`config.mk`:
```
export PLATFORM = sky130hd
export DESIGN_NAME = alu_issue_ctrl
export DESIGN_NICKNAME = d
export VERILOG_FILES = /design/src/rtl/alu_issue_ctrl.sv
export SDC_FILE = /design/constraint.sdc
export NUM_CORES = 1
export LEC_CHECK = 0
export ABC_AREA = 1
export CAP_MARGIN = 10
export CORE_ASPECT_RATIO = 0.9
export CORE_MARGIN = 3
export CORE_UTILIZATION = 48
export DETAILED_ROUTE_END_ITERATION = 10
export PLACE_DENSITY = 0.85
export SLEW_MARGIN = 30
export SYNTH_ARGS = -nofsm -noshare
export SYNTH_HDL_FRONTEND = slang
export SYNTH_SLANG_ARGS = --single-unit
```
`constraint.sdc`:
```
create_clock -name clk -period 8.45 [get_ports clk]
set_clock_uncertainty 0.15 [all_clocks]
set_input_delay 1.69 -clock clk [delete_from_list [all_inputs] [get_ports clk]]
set_output_delay 1.69 -clock clk [all_outputs]
set_load 0.01 [all_outputs]
```
`src/rtl/alu_issue_ctrl.sv`:
```
// Issue controller for a registered ALU: accepts one request, waits out the
// ALU latency, captures result/status and returns them on a response channel.
module alu_issue_ctrl #(
  parameter int WIDTH       = 16,
  parameter int ALU_LATENCY = 1
) (
  input  logic             clk,
  input  logic             rst,

  input  logic             req_valid,
  output logic             req_ready,
  input  logic [2:0]       req_op,
  input  logic [WIDTH-1:0] req_a,
  input  logic [WIDTH-1:0] req_b,

  output logic             resp_valid,
  input  logic             resp_ready,
  output logic [WIDTH-1:0] resp_result,
  output logic [1:0]       resp_status,
  output logic             resp_err,

  output logic [2:0]       alu_opcode,
  output logic [WIDTH-1:0] alu_in0,
  output logic [WIDTH-1:0] alu_in1,
  input  logic [WIDTH-1:0] alu_out,
  input  logic [1:0]       alu_status,

  output logic [15:0]      op_count,
  output logic [7:0]       err_count
);

  typedef enum logic [1:0] {
    IDLE = 2'd0,
    EXEC = 2'd1,
    RESP = 2'd2
  } state_t;

  localparam int              CNT_W    = 3;
  localparam logic [CNT_W-1:0] LAT_LOAD = CNT_W'(ALU_LATENCY);

  // Opcodes 000..100 are the only ones the ALU implements.
  function automatic logic op_supported(input logic [2:0] op);
    return op <= 3'b100;
  endfunction

  state_t           state_q;
  logic [CNT_W-1:0] wait_cnt_q;
  logic             req_ready_q;
  logic             resp_valid_q;
  logic [WIDTH-1:0] resp_result_q;
  logic [1:0]       resp_status_q;
  logic             resp_err_q;
  logic [2:0]       alu_opcode_q;
  logic [WIDTH-1:0] alu_in0_q;
  logic [WIDTH-1:0] alu_in1_q;
  logic [15:0]      op_count_q;
  logic [7:0]       err_count_q;

  logic req_fire;
  logic resp_fire;

  assign req_fire  = req_valid && req_ready_q;
  assign resp_fire = resp_valid_q && resp_ready;

  // NOTE: every state register below is updated with <= so all of them see
  // the pre-edge values of each other; a blocking = here would chain updates.
  always_ff @(posedge clk or posedge rst) begin
    if (rst) begin
      state_q       <= IDLE;
      wait_cnt_q    <= '0;
      req_ready_q   <= 1'b1;
      resp_valid_q  <= 1'b0;
      resp_result_q <= '0;
      resp_status_q <= '0;
      resp_err_q    <= 1'b0;
      alu_opcode_q  <= '0;
      alu_in0_q     <= '0;
      alu_in1_q     <= '0;
      op_count_q    <= '0;
      err_count_q   <= '0;
    end else begin
      case (state_q)
        IDLE: begin
          if (req_fire) begin
            req_ready_q <= 1'b0;
            if (op_supported(req_op)) begin
              alu_opcode_q <= req_op;
              alu_in0_q    <= req_a;
              alu_in1_q    <= req_b;
              wait_cnt_q   <= LAT_LOAD;
              state_q      <= EXEC;
            end else begin
              resp_result_q <= '0;
              resp_status_q <= '0;
              resp_err_q    <= 1'b1;
              resp_valid_q  <= 1'b1;
              if (err_count_q != 8'hFF) begin
                err_count_q <= err_count_q + 8'd1;
              end
              state_q <= RESP;
            end
          end
        end

        EXEC: begin
          // One extra edge beyond the ALU latency so alu_out is sampled settled.
          if (wait_cnt_q == '0) begin
            resp_result_q <= alu_out;
            resp_status_q <= alu_status;
            resp_err_q    <= 1'b0;
            resp_valid_q  <= 1'b1;
            state_q       <= RESP;
          end else begin
            wait_cnt_q <= wait_cnt_q - 1'b1;
          end
        end

        RESP: begin
          if (resp_fire) begin
            resp_valid_q <= 1'b0;
            req_ready_q  <= 1'b1;
            if (!resp_err_q) begin
              op_count_q <= op_count_q + 16'd1;
            end
            state_q <= IDLE;
          end
        end

        default: begin
          state_q      <= IDLE;
          req_ready_q  <= 1'b1;
          resp_valid_q <= 1'b0;
        end
      endcase
    end
  end

  assign req_ready   = req_ready_q;
  assign resp_valid  = resp_valid_q;
  assign resp_result = resp_result_q;
  assign resp_status = resp_status_q;
  assign resp_err    = resp_err_q;
  assign alu_opcode  = alu_opcode_q;
  assign alu_in0     = alu_in0_q;
  assign alu_in1     = alu_in1_q;
  assign op_count    = op_count_q;
  assign err_count   = err_count_q;

endmodule

```
Yosys cells after proc, flatten, opt, wreduce, memory -nomap -nowiden

Cells that the tools add are included.

Word-level logic and storage cells: 68
Output and inout port bits: 80
Bits in read-only memories: 0
Latch bits: 0
Input port bits: 57
Memories: 0
RAM bits: 0
Register bits after elaboration: 85

$add $sub $neg: 3
Shifts and indexed selects: 0
Eq/ne operators: 9
$mul: 0
Bitwise operators: 3
Divide/modulo/power cells: 0
Order comparisons: 1
Mux-type cells: 27
Reduce and logical (&&, ||, !) cells: 13

Operators by type and width:

| kind                  | number |
|---|---|
| $mux 16               | 3 |
| $pmux 16 s2           | 1 |
| $add 16x1->16 const B | 1 |
| $reduce_and 4->1      | 4 |
| $mux 2                | 7 |
| $ne 2x2->1 const B    | 6 |
| $reduce_and 3->1      | 4 |
| $mux 3                | 3 |
| $add 8x1->8 const B   | 1 |
| $ne 8x8->1 const B    | 1 |
| $mux 1                | 7 |
| $pmux 1 s3            | 2 |
| $pmux 2 s3            | 1 |
| $pmux 3 s2            | 1 |
| $pmux 2 s2            | 1 |
| $le 3x3->1 const B    | 1 |
| $logic_not 3->1       | 1 |
| $not 1->1             | 3 |
| $sub 3x1->3 const B   | 1 |
| $eq 2x1->1 const B    | 1 |
| $eq 2x2->1 const B    | 1 |
| $logic_and 1x1->1     | 2 |
| $logic_not 2->1       | 1 |
| $pmux 1 s2            | 1 |
| $reduce_bool 2->1     | 1 |

Logic depth before layout (Yosys ltp)

Gate-level depths: netlist of run 1.

Word-level depth: 4
Mapped depth: 8
Depth with buffers taken out: 8

Worst setup path after synthesis of run 1

No wires, ideal clock.

Path type: in2reg
Start: input req_valid
End: register alu_in0_q[10] (netlist: alu_in0[10])
Library setup time: 116 ps
Data required time: 8184 ps
Setup slack: 5802 ps
Buffers on the path: 2
Stages: 7
Arrival: 2382 ps
Path through: nand2_1 -> nor2_2 -> nand2_1 -> buf_4 -> buf_4 -> nand2_1 -> nand2_1

Cells in the longest elaborated chain, start to end: 2

RTL lines:

| what                              | RTL line | source |
|---|---|---|
| start, declared                   | 10       | `input logic req_valid,` |
| $logic_and 1x1->1                 | 62       | `assign req_fire = req_valid && req_ready_q;` |
| $reduce_and 3->1 (no source line) | --       |  |
| end signal, assigned              | 88       | `alu_in0_q <= req_a;` |
| end, declared                     | 54       | `logic [WIDTH-1:0] alu_in0_q;` |

No other way between the ends.
A chain may end at the register's enable or synchronous reset.

Worst setup path after layout of run 1

Start: input req_op[0]
End: register alu_in1_q[8] (netlist: alu_in1[8])

Cells in the longest elaborated chain, start to end: 2

RTL lines:

| what                              | RTL line | source |
|---|---|---|
| start, declared                   | 12       | `input logic [2:0] req_op,` |
| $le 3x3->1                        | 43       | `return op <= 3'b100;` |
| $reduce_and 3->1 (no source line) | --       |  |
| end signal, assigned              | 89       | `alu_in1_q <= req_b;` |
| end, declared                     | 55       | `logic [WIDTH-1:0] alu_in1_q;` |

No other way between the ends.

==> results of run 1 <==
-- how the worst max path moves through the flow --
stage	start	end	slack, ps	cells past startpoint
5_1_grt	req_op[0]	alu_in1[8]	4960	7
4_1_cts	req_op[0]	alu_in1[8]	5100	7
3_3_place_gp	req_op[0]	resp_result[7]	4550	6
2_1_floorplan	rst	alu_in0[0]	4420	1
3_5_place_dp	req_op[0]	alu_in1[8]	4720	7
6_report	req_op[0]	alu_in1[8]	5110	7
-- worst register-to-register path: stages, from the launching register on --
cell,delay [ps]
dfstp_2,570
nand2_1,90
nor2_2,150
nand2_1,70
buf_4,270
inv_2,490
nand2_1,130
nand2_1,90
-- where the power goes --
part           switching, mW  internal, mW  leakage, nW
registers              0.105         0.559         1.09
clock network          0.136         0.135       0.0854
logic                  0.322         0.350         1.44
total                  0.563          1.04         2.62
-- cells by family (layout without fill, tap and decap cells) --
kind of cell / Yosys count / count (layout) / share of synthesized area
simple gates: 291 / 291 / 0.313
flops: 85 / 85 / 0.569
buf+inv: 43 / 185 / 0.0532
compound gates: 17 / 17 / 0.0237
xor+xnor: 12 / 12 / 0.0281
fa+ha+maj: 4 / 4 / 0.0134
-- flip-flops by register name, summed over array words and instances (netlist names) --
name,cells
alu_in1,16
resp_status,2
wait_cnt_q,3
resp_err,1
alu_in0,16
err_count,8
req_ready,1
resp_result,16
alu_opcode,3
resp_valid,1
state_q,2
op_count,16
-- layout make-up --
cell class	instances	area [um^2]
fill	595	1950
tap	93	116
inverter	32	123
sequential	85	2130
timing repair buffer	138	1380
multi-input combinational	324	1420
clock buffer	11	131
clock inverter	4	50.0
-- routing by layer --
layer	GRT usage	wire, um	vias to the layer above
met5	0	0	-
met4	0.0375	32	0
met3	0.0720	770	4
met2	0.351	4470	114
met1	0.271	3970	1570
li1	-	-	1649
-- cell usage in the layout (no fill, tap or decap), drive strengths merged --
| cell | Yosys | final |
|---|---|---|
| nand3 | 11 | 11 |
| xor2 | 9 | 9 |
| buf | 11 | 2 |
| clkbuf | 0 | 11 |
| nor2 | 32 | 32 |
| dfstp | 1 | 1 |
| xnor2 | 3 | 3 |
| inv | 31 | 30 |
| a21oi | 4 | 4 |
| ha | 4 | 4 |
| bufinv | 0 | 1 |
| clkinv | 1 | 3 |
| clkdlybuf4s50 | 0 | 136 |
| nor3 | 2 | 2 |
| nand2 | 236 | 236 |
| nand3b | 1 | 1 |
| nand4 | 9 | 9 |
| clkinvlp | 0 | 2 |
| o21ai | 13 | 13 |
| dfrtp | 84 | 84 |
-- stage by stage --
step | hold WS, ps | std cells | utilization | worst slack (ps) | total power [mW]
after floorplan | 334 | 452 | - | 4420 | 0.974
after detailed placement | 315 | 672 | 0.708 | 4720 | 1.35
after global placement | 308 | 672 | 0.707 | 4550 | 1.32
after global routing | 358 | 687 | 0.733 | 4960 | 1.72
after CTS | 336 | 687 | 0.733 | 5100 | 1.63
final | 331 | 687 | 0.733 | 5110 | 1.61
==> metrics.txt, run 1 <==
Rel. slew slack=0.501; # setup viols final=0; worst slew pin tran=749 ps; synth-to-layout area growth=42.9%; Post-synth top cells=nand2_1 (234), dfrtp_1 (84), nor2_1 (28), inv_1 (27), nand3_1 (11); worst flop-to-flop path startpoint=req_ready; Power Dens Cells=301 nW/um^2; flop-to-flop setup slack=6390 ps; hold_buf cts=0; status=complete, no violations; VDD IR max=0.000173 V; fin area=5350 um^2; CP endpoint kind=flip-flop; post-synth cell types=25; initial antenna violation count=0; vias post-DR=3337; synthesized flop and latch total=85; Final Cycle Share=0.395; Critical Path AT=3480 ps; CP top delay family=buffers and inverters; global-route wire length before repair=15400 um; I/O pin total=137; hpwl dp=6900 um; WP buf/inv=3; H-tree depth=3; Clock Latency Late Sink=350 ps; Buffers on Ports=136; clock root cell=clkbuf_8; die footprint=8890 um^2; Slowest cell on crit path=inv_2; CTS buffer count=9; most instantiated library cell after synthesis=nand2_1; Post-synth top flop=dfrtp_1; worst hold-check path type=reg2reg; worst path cell trace=clkdlybuf4s50_1 -> o21ai_1 -> nand2_1 -> buf_4 -> inv_2 -> nand2_1 -> nand2_1; top-area cell type share of the netlist area=0.562; Total Routing Usage GR=0.211; TritonCTS clock tree=yes; Layout Nets=651; final WL=9240 um; Setup CP Type=in2reg; RD Place Congestion=0.906; CP Max Fanout=38; Syn Area/Cell=8.28 um^2; Synth Cell Area=3740 um^2; Cell Rows=29; DRC violations left=0; Period minus WS final=3340 ps; Synth warnings=0; Die Ht=89.8 um; Die Wd=99.1 um; WL/cell=13.5 um; vias in the first global route=3313; Mapped Cells=452; Max stage delay on crit path=480 ps; proportion of layout cells with a drive suffix above 1=0.0522; number of nets with antenna violations after routing=0; WHS Endpoint=alu_in1[12]; synth top area cells=dfrtp_1 (56%), nand2_1 (23%), nor2_1 (2.8%); CTS Buffer Depth=2; n_diodes=0; element type at the critical path start=primary input; instance area at placement=5170 um^2; register area share after synthesis=0.569; dominant cell type by area after synthesis=dfrtp_1; GR Overflow Total=0; Post-CTS Resized=0; max-cap viol count=0; Hold Crit Start=alu_in1[12]; r2r endpoint=alu_in1[8]; setup TNS=0 ps; largest net degree at the start of global routing=86; Reg clk slew, reported paths=80 ps; max frequency=0.299 GHz; leakage power=2.62 nW; async set-reset flop share out of synthesis=1.00; Initial Util=0.513; reg2reg path depth=7; drt initial violations=131; setup bufs post-CTS=0; required time worst endpoint=8590 ps; worst hold stages=2; First-pass DRT Iterations=7; core box area=7290 um^2; Slew Viols, Final=0; Hold Vio Cnt, Final=0; Top cell by count, worst path=nand2_1; unrepaired setup endpoints after global routing=no; CTS Sinks=85; Post-Syn Nets=513; EDFF count, synth=0; Vias/cell=4.86
No activity file was read; power rests on OpenSTA's default activity.
==> inputs of run 2 (changes only) <==
--- a/config.mk
+++ b/config.mk
@@ -9,9 +9,9 @@
 export CAP_MARGIN = 10
 export CORE_ASPECT_RATIO = 0.9
 export CORE_MARGIN = 3
-export CORE_UTILIZATION = 48
+export CORE_UTILIZATION = 40
 export DETAILED_ROUTE_END_ITERATION = 10
-export PLACE_DENSITY = 0.85
+export PLACE_DENSITY = 0.76
 export SLEW_MARGIN = 30
 export SYNTH_ARGS = -nofsm -noshare
 export SYNTH_HDL_FRONTEND = slang
==> constraint.sdc (replaced) <==
create_clock -name clk -period 2.8 [get_ports clk]
set_clock_uncertainty 0.15 [all_clocks]
set_input_delay 0.56 -clock clk [delete_from_list [all_inputs] [get_ports clk]]
set_output_delay 0.56 -clock clk [all_outputs]
set_load 0.01 [all_outputs]
==> run 2 against run 1 <==
Against the previous run:
- sequential power increased to 3.0 times the previous value
- total power increased to 3.0 times the previous value
- via count increased by 1.5%
- worst hold slack got worse by 2.6 ps
- critical path depth decreased by 6
- clock power increased to 3.1 times the previous value
- utilization decreased by 12 points
- highest routed layer unchanged
==> metrics.txt, run 2 (synthesized netlist as in run 1, its figures left out) <==
CP top delay family=flip-flops; Buffers on Ports=136 (unchanged); Setup CP Type=reg2out; largest net degree at the start of global routing=40 (-53%); Slowest cell on crit path=dfstp_2; number of nets with antenna violations after routing=0 (unchanged); status=complete, no violations; final WL=9540 um (+3.2%); max-cap viol count=0 (unchanged); worst hold-check path type=reg2reg; Layout Cells excl Fill=716 (+4.2%); unrepaired setup endpoints after global routing=no; GR Overflow Total=0 (unchanged); Reg clk slew, reported paths=70 ps (about the same); clock root cell=clkbuf_8; FF+latch area=2130 um^2 (unchanged); required time worst endpoint=2090 ps (-6500 ps); vias in the first global route=3396 (+2.5%); core box area=8850 um^2 (+21%); Hold Vio Cnt, Final=0 (unchanged); setup bufs post-CTS=0 (unchanged); drt initial violations=154 (+18%); Vias/cell=4.73 (-2.6%); Cell Rows=32 (+10%); CP Max Fanout=4 (-89%); TritonCTS clock tree=yes; Layout Nets=653 (+0.31%); hpwl dp=7140 um (+3.4%); worst path cell trace=clkdlybuf4s50_1; Die Wd=108 um (+9.0%); WP buf/inv=1 (-2); H-tree depth=3 (unchanged); Final Cycle Share=0.766; commonest non-fill, non-tap cells in the layout=nand2_1 (234), clkdlybuf4s50_1 (136), dfrtp_1 (84); setup TNS=0 ps (unchanged); leakage power=2.64 nW (+0.71%); proportion of layout cells with a drive suffix above 1=0.0553 (+0.00309); footprint of the multi-input gates=1420 um^2 (-0.26%); Period minus WS final=2150 ps; commonest non-fill, non-tap cell in the layout=nand2_1; # setup viols final=0 (unchanged); synth-to-layout area growth=44.7%; Critical Path AT=1440 ps (-2040 ps); hold_buf cts=0 (unchanged); global-route wire length before repair=16000 um (+3.7%); CTS buffer count=9 (unchanged); Initial Util=0.423 (-0.0902); Slew Viols, Final=0 (unchanged); CTS Buffer Depth=2 (unchanged); Power Dens Cells=904 nW/um^2 (+200%); First-pass DRT Iterations=4 (-3); worst slew pin tran=686 ps (-63.5 ps); VDD IR max=0.000534 V (+210%); element type at the critical path start=flip-flop; Total Routing Usage GR=0.187 (-0.0237); initial antenna violation count=0 (unchanged); RD Place Congestion=0.908 (+0.22%); Rel. slew slack=0.541 (+0.0409); max frequency=0.466 GHz; vias post-DR=3387 (+1.5%); n_diodes=0 (unchanged); Post-CTS Resized=0 (unchanged); CTS Sinks=85 (unchanged); WL/cell=13.3 um (-0.95%); die footprint=10600 um^2 (+19%); placed cells=700 (+4.2%); DRC violations left=0 (unchanged); CP endpoint kind=primary output; Max stage delay on crit path=550 ps (+70 ps); # fillers=762 (+28%); Die Ht=97.8 um (+8.9%); I/O pin total=137 (unchanged); Clock Latency Late Sink=350 ps (about the same)
-- run 2: final cells by class --
cell class,instances,area share
clock buffers,12,0.0268
clock inverters,4,0.00878
inverters,32,0.0231
multi-input cells,324,0.261
flip-flops and latches,85,0.393
well taps,119,0.0275
repair buffers,140,0.259
-- run 2: layer usage --
metal	vias to the layer above	GRT usage	share of wire
met5	-	0	0
met2	113	0.319	0.48
met4	0	0.0466	0.012
met3	10	0.0562	0.080
met1	1605	0.233	0.43
li1	1659	-	-
-- run 2: power breakdown --
group | internal (mW) | switching [mW] | leakage [nW]
logic | 1.07 | 0.975 | 1.45
registers | 1.69 | 0.318 | 1.09
clock network | 0.435 | 0.414 | 0.0964
total | 3.19 | 1.71 | 2.64
-- run 2: path summary, 6_finish.rpt --
| check | to | slack [ps] | cells after the start | start |
|---|---|---|---|---|
| worst max-delay path | req_ready | 650 | 1 | req_ready |
| worst min-delay path | resp_result[8] | 330 | 2 | resp_result[8] |
| worst max register to register | resp_result[3] | 970 | 8 | wait_cnt_q[0] |
| worst min register to register | resp_result[8] | 330 | 2 | resp_result[8] |
| max in group asynchronous | op_count[10] | 1330 | 3 | rst |
| min in group asynchronous | alu_opcode[2] | 500 | 2 | rst |
-- run 2: worst reg2reg max path, delay by kind of cell (launching register included) --
kind	cells	cell delay, ps
AOI/OAI and AO/OA	2	470
buffers and inverters	3	420
DFF	1	370
adders and majority gates	1	170
and+or+nand+nor	2	130
-- run 2: metrics by stage --
step | instance area [um^2] | setup slack, ps | total power [mW] | utilization | hold slack, ps
global route | 5410 | 592 | 5.27 | 0.612 | 353
finish | 5410 | 654 | 4.90 | 0.612 | 328
detailed placement | 5220 | 495 | 4.09 | 0.590 | 312
CTS | 5410 | 623 | 4.97 | 0.612 | 334
floorplan | 3750 | 1110 | 2.94 | - | 334
global placement | 5220 | 538 | 4.02 | 0.590 | 309
==> inputs of run 3 (changes only) <==
==> constraint.sdc (replaced) <==
create_clock -name clk -period 1.7 [get_ports clk]
set_clock_uncertainty 0.15 [all_clocks]
set_input_delay 0.34 -clock clk [delete_from_list [all_inputs] [get_ports clk]]
set_output_delay 0.34 -clock clk [all_outputs]
set_load 0.01 [all_outputs]
==> run 3 against run 2 <==
Against the previous run:
- final cell count rose by 4.7%
- largest cell class unchanged
- die area stayed put
- clock power rose by 78%
- total power increased by 62%
- design area rose by 4.7%
- sequential cell count is the same
- via count increased by 2.1%
- combinational power is 57% higher
- global-route usage shrank 0.30 points
- non-clock buffer count grew 34
- first-iteration DRC count shrank 25%
- setup slack worse by 590 ps
==> metrics.txt, run 3 (synthesized netlist as in run 1, its figures left out) <==
RD Place Congestion=0.926 (+2.0%); max frequency=0.610 GHz; setup TNS=0 ps (unchanged); n_diodes=0 (unchanged); unrepaired setup endpoints after global routing=yes; CTS buffer count=9 (unchanged); element type at the critical path start=flip-flop; Rel. slew slack=0.767 (+0.225); worst flop-to-flop path startpoint=req_ready; H-tree depth=3 (unchanged); synth-to-layout area growth=51.5%; Buffers on Ports=136 (unchanged); WL/cell=12.7 um (-4.7%); largest net degree at the start of global routing=36 (-10%); Setup CP Type=reg2out; reg2reg path depth=7 (-1); I/O pin total=137 (unchanged); CP endpoint kind=primary output; Slew Viols, Final=0 (unchanged); proportion of layout cells with a drive suffix above 1=0.114 (+0.0588); Power Dens Cells=1400 nW/um^2 (+55%); Critical Path AT=1150 ps (-290 ps); Hold Vio Cnt, Final=0 (unchanged); Reg clk slew, reported paths=80 ps (about the same); Die Wd=108 um (unchanged); fin util=0.641 (+0.0288); core box area=8850 um^2 (unchanged); placed cells=718 (+2.6%); Die Ht=97.8 um (unchanged); First-pass DRT Iterations=4 (unchanged); drt initial violations=115 (-25%); Vias/cell=4.61 (-2.5%); CTS Sinks=85 (unchanged); VDD IR max=0.000748 V (+40%); commonest non-fill, non-tap cells in the layout=nand2_1 (232), dfrtp_1 (84), dlygate4sd2_1 (79); Final Cycle Share=0.964; hpwl dp=7200 um (+0.85%); TritonCTS clock tree=yes; Total Routing Usage GR=0.184 (-0.00300); final WL=9530 um (-0.13%); hold_buf cts=0 (unchanged); # setup viols final=0 (unchanged); Pwr Total=7.95 mW (+62%); Cell Rows=32 (unchanged); r2r endpoint=alu_opcode[0]; Initial Util=0.423 (unchanged); CTS Buffer Depth=2 (unchanged); Period minus WS final=1640 ps; FF+latch area=2130 um^2 (unchanged); required time worst endpoint=1210 ps (-880 ps); status=complete, no violations; max-cap viol count=0 (unchanged); Clock Latency Late Sink=340 ps (about the same); commonest non-fill, non-tap cell in the layout=nand2_1; clock root cell=clkbuf_8; footprint of the multi-input gates=1440 um^2 (+1.9%); initial antenna violation count=0 (unchanged); Layout Cells excl Fill=750 (+4.7%); die footprint=10600 um^2 (unchanged); vias post-DR=3459 (+2.1%); leakage power=3.09 nW (+17%); GR Overflow Total=0 (unchanged); number of nets with antenna violations after routing=0 (unchanged); vias in the first global route=3388 (-0.24%); flop-to-flop setup slack=110 ps (-860 ps); DRC violations left=0 (unchanged); CP Max Fanout=2 (-2); worst hold-check path type=in2async; # fillers=761 (-0.13%); worst slew pin tran=350 ps (-336 ps); global-route wire length before repair=15800 um (-1.4%); Layout Nets=687 (+5.2%)
==> run 3: worst max-delay path by stage <==
stage	endpoint	startpoint	cells past startpoint
2_1_floorplan	err_count[3]	err_count[0]	7
3_3_place_gp	err_count[5]	req_op[2]	7
3_5_place_dp	alu_opcode[0]	req_op[0]	7
4_1_cts	req_ready	req_ready	1
5_1_grt	err_count[6]	req_ready	8
6_report	err_count[0]	err_count[0]	2
==> run 3: layer usage <==
| metal | wire [um] | track usage | up-vias |
|---|---|---|---|
| li1 | - | - | 1733 |
| met1 | 4040 | 0.233 | 1598 |
| met2 | 4670 | 0.312 | 118 |
| met3 | 744 | 0.0601 | 10 |
| met4 | 79 | 0.0359 | 0 |
| met5 | 0 | 0 | - |
==> run 3: what timing repair did <==
action,in CTS,in global routing
endpoints found under the setup margin,80,36
pin swaps,0,2
resized for setup,80,11
buffers inserted,15,1
==> run 3: power by group <==
part           total [mW]  internal, mW  switching (mW)  leakage [nW]
clock network        1.51         0.828           0.679         0.101
logic                3.21          1.51            1.70          1.90
registers            3.23          2.78           0.456          1.09
total                7.95          5.11            2.84          3.09
==> run 3: critical path: stages, from the launching register on <==
cell and delay (ps):
dfrtp_1 400, buf_4 140, dlygate4sd2_1 270
==> run 3: through the flow <==
step / hold WS [ps] / instance area [um^2] / setup slack [ps]
2_1_floorplan: 300 / 3750 / 112
4_1_cts: 189 / 5630 / 5.13
6_report: 187 / 5670 / 61.4
3_5_place_dp: 311 / 5410 / -214
3_3_place_gp: 311 / 5410 / -207
5_1_grt: 193 / 5670 / -1.65
==> run 3: area by class of cell <==
cell class,instances,area share
well taps,119,0.0263
inverters,32,0.0221
flip-flops and latches,85,0.375
clock inverters,4,0.0128
repair buffers,174,0.285
multi-input cells,324,0.254
clock buffers,12,0.0238
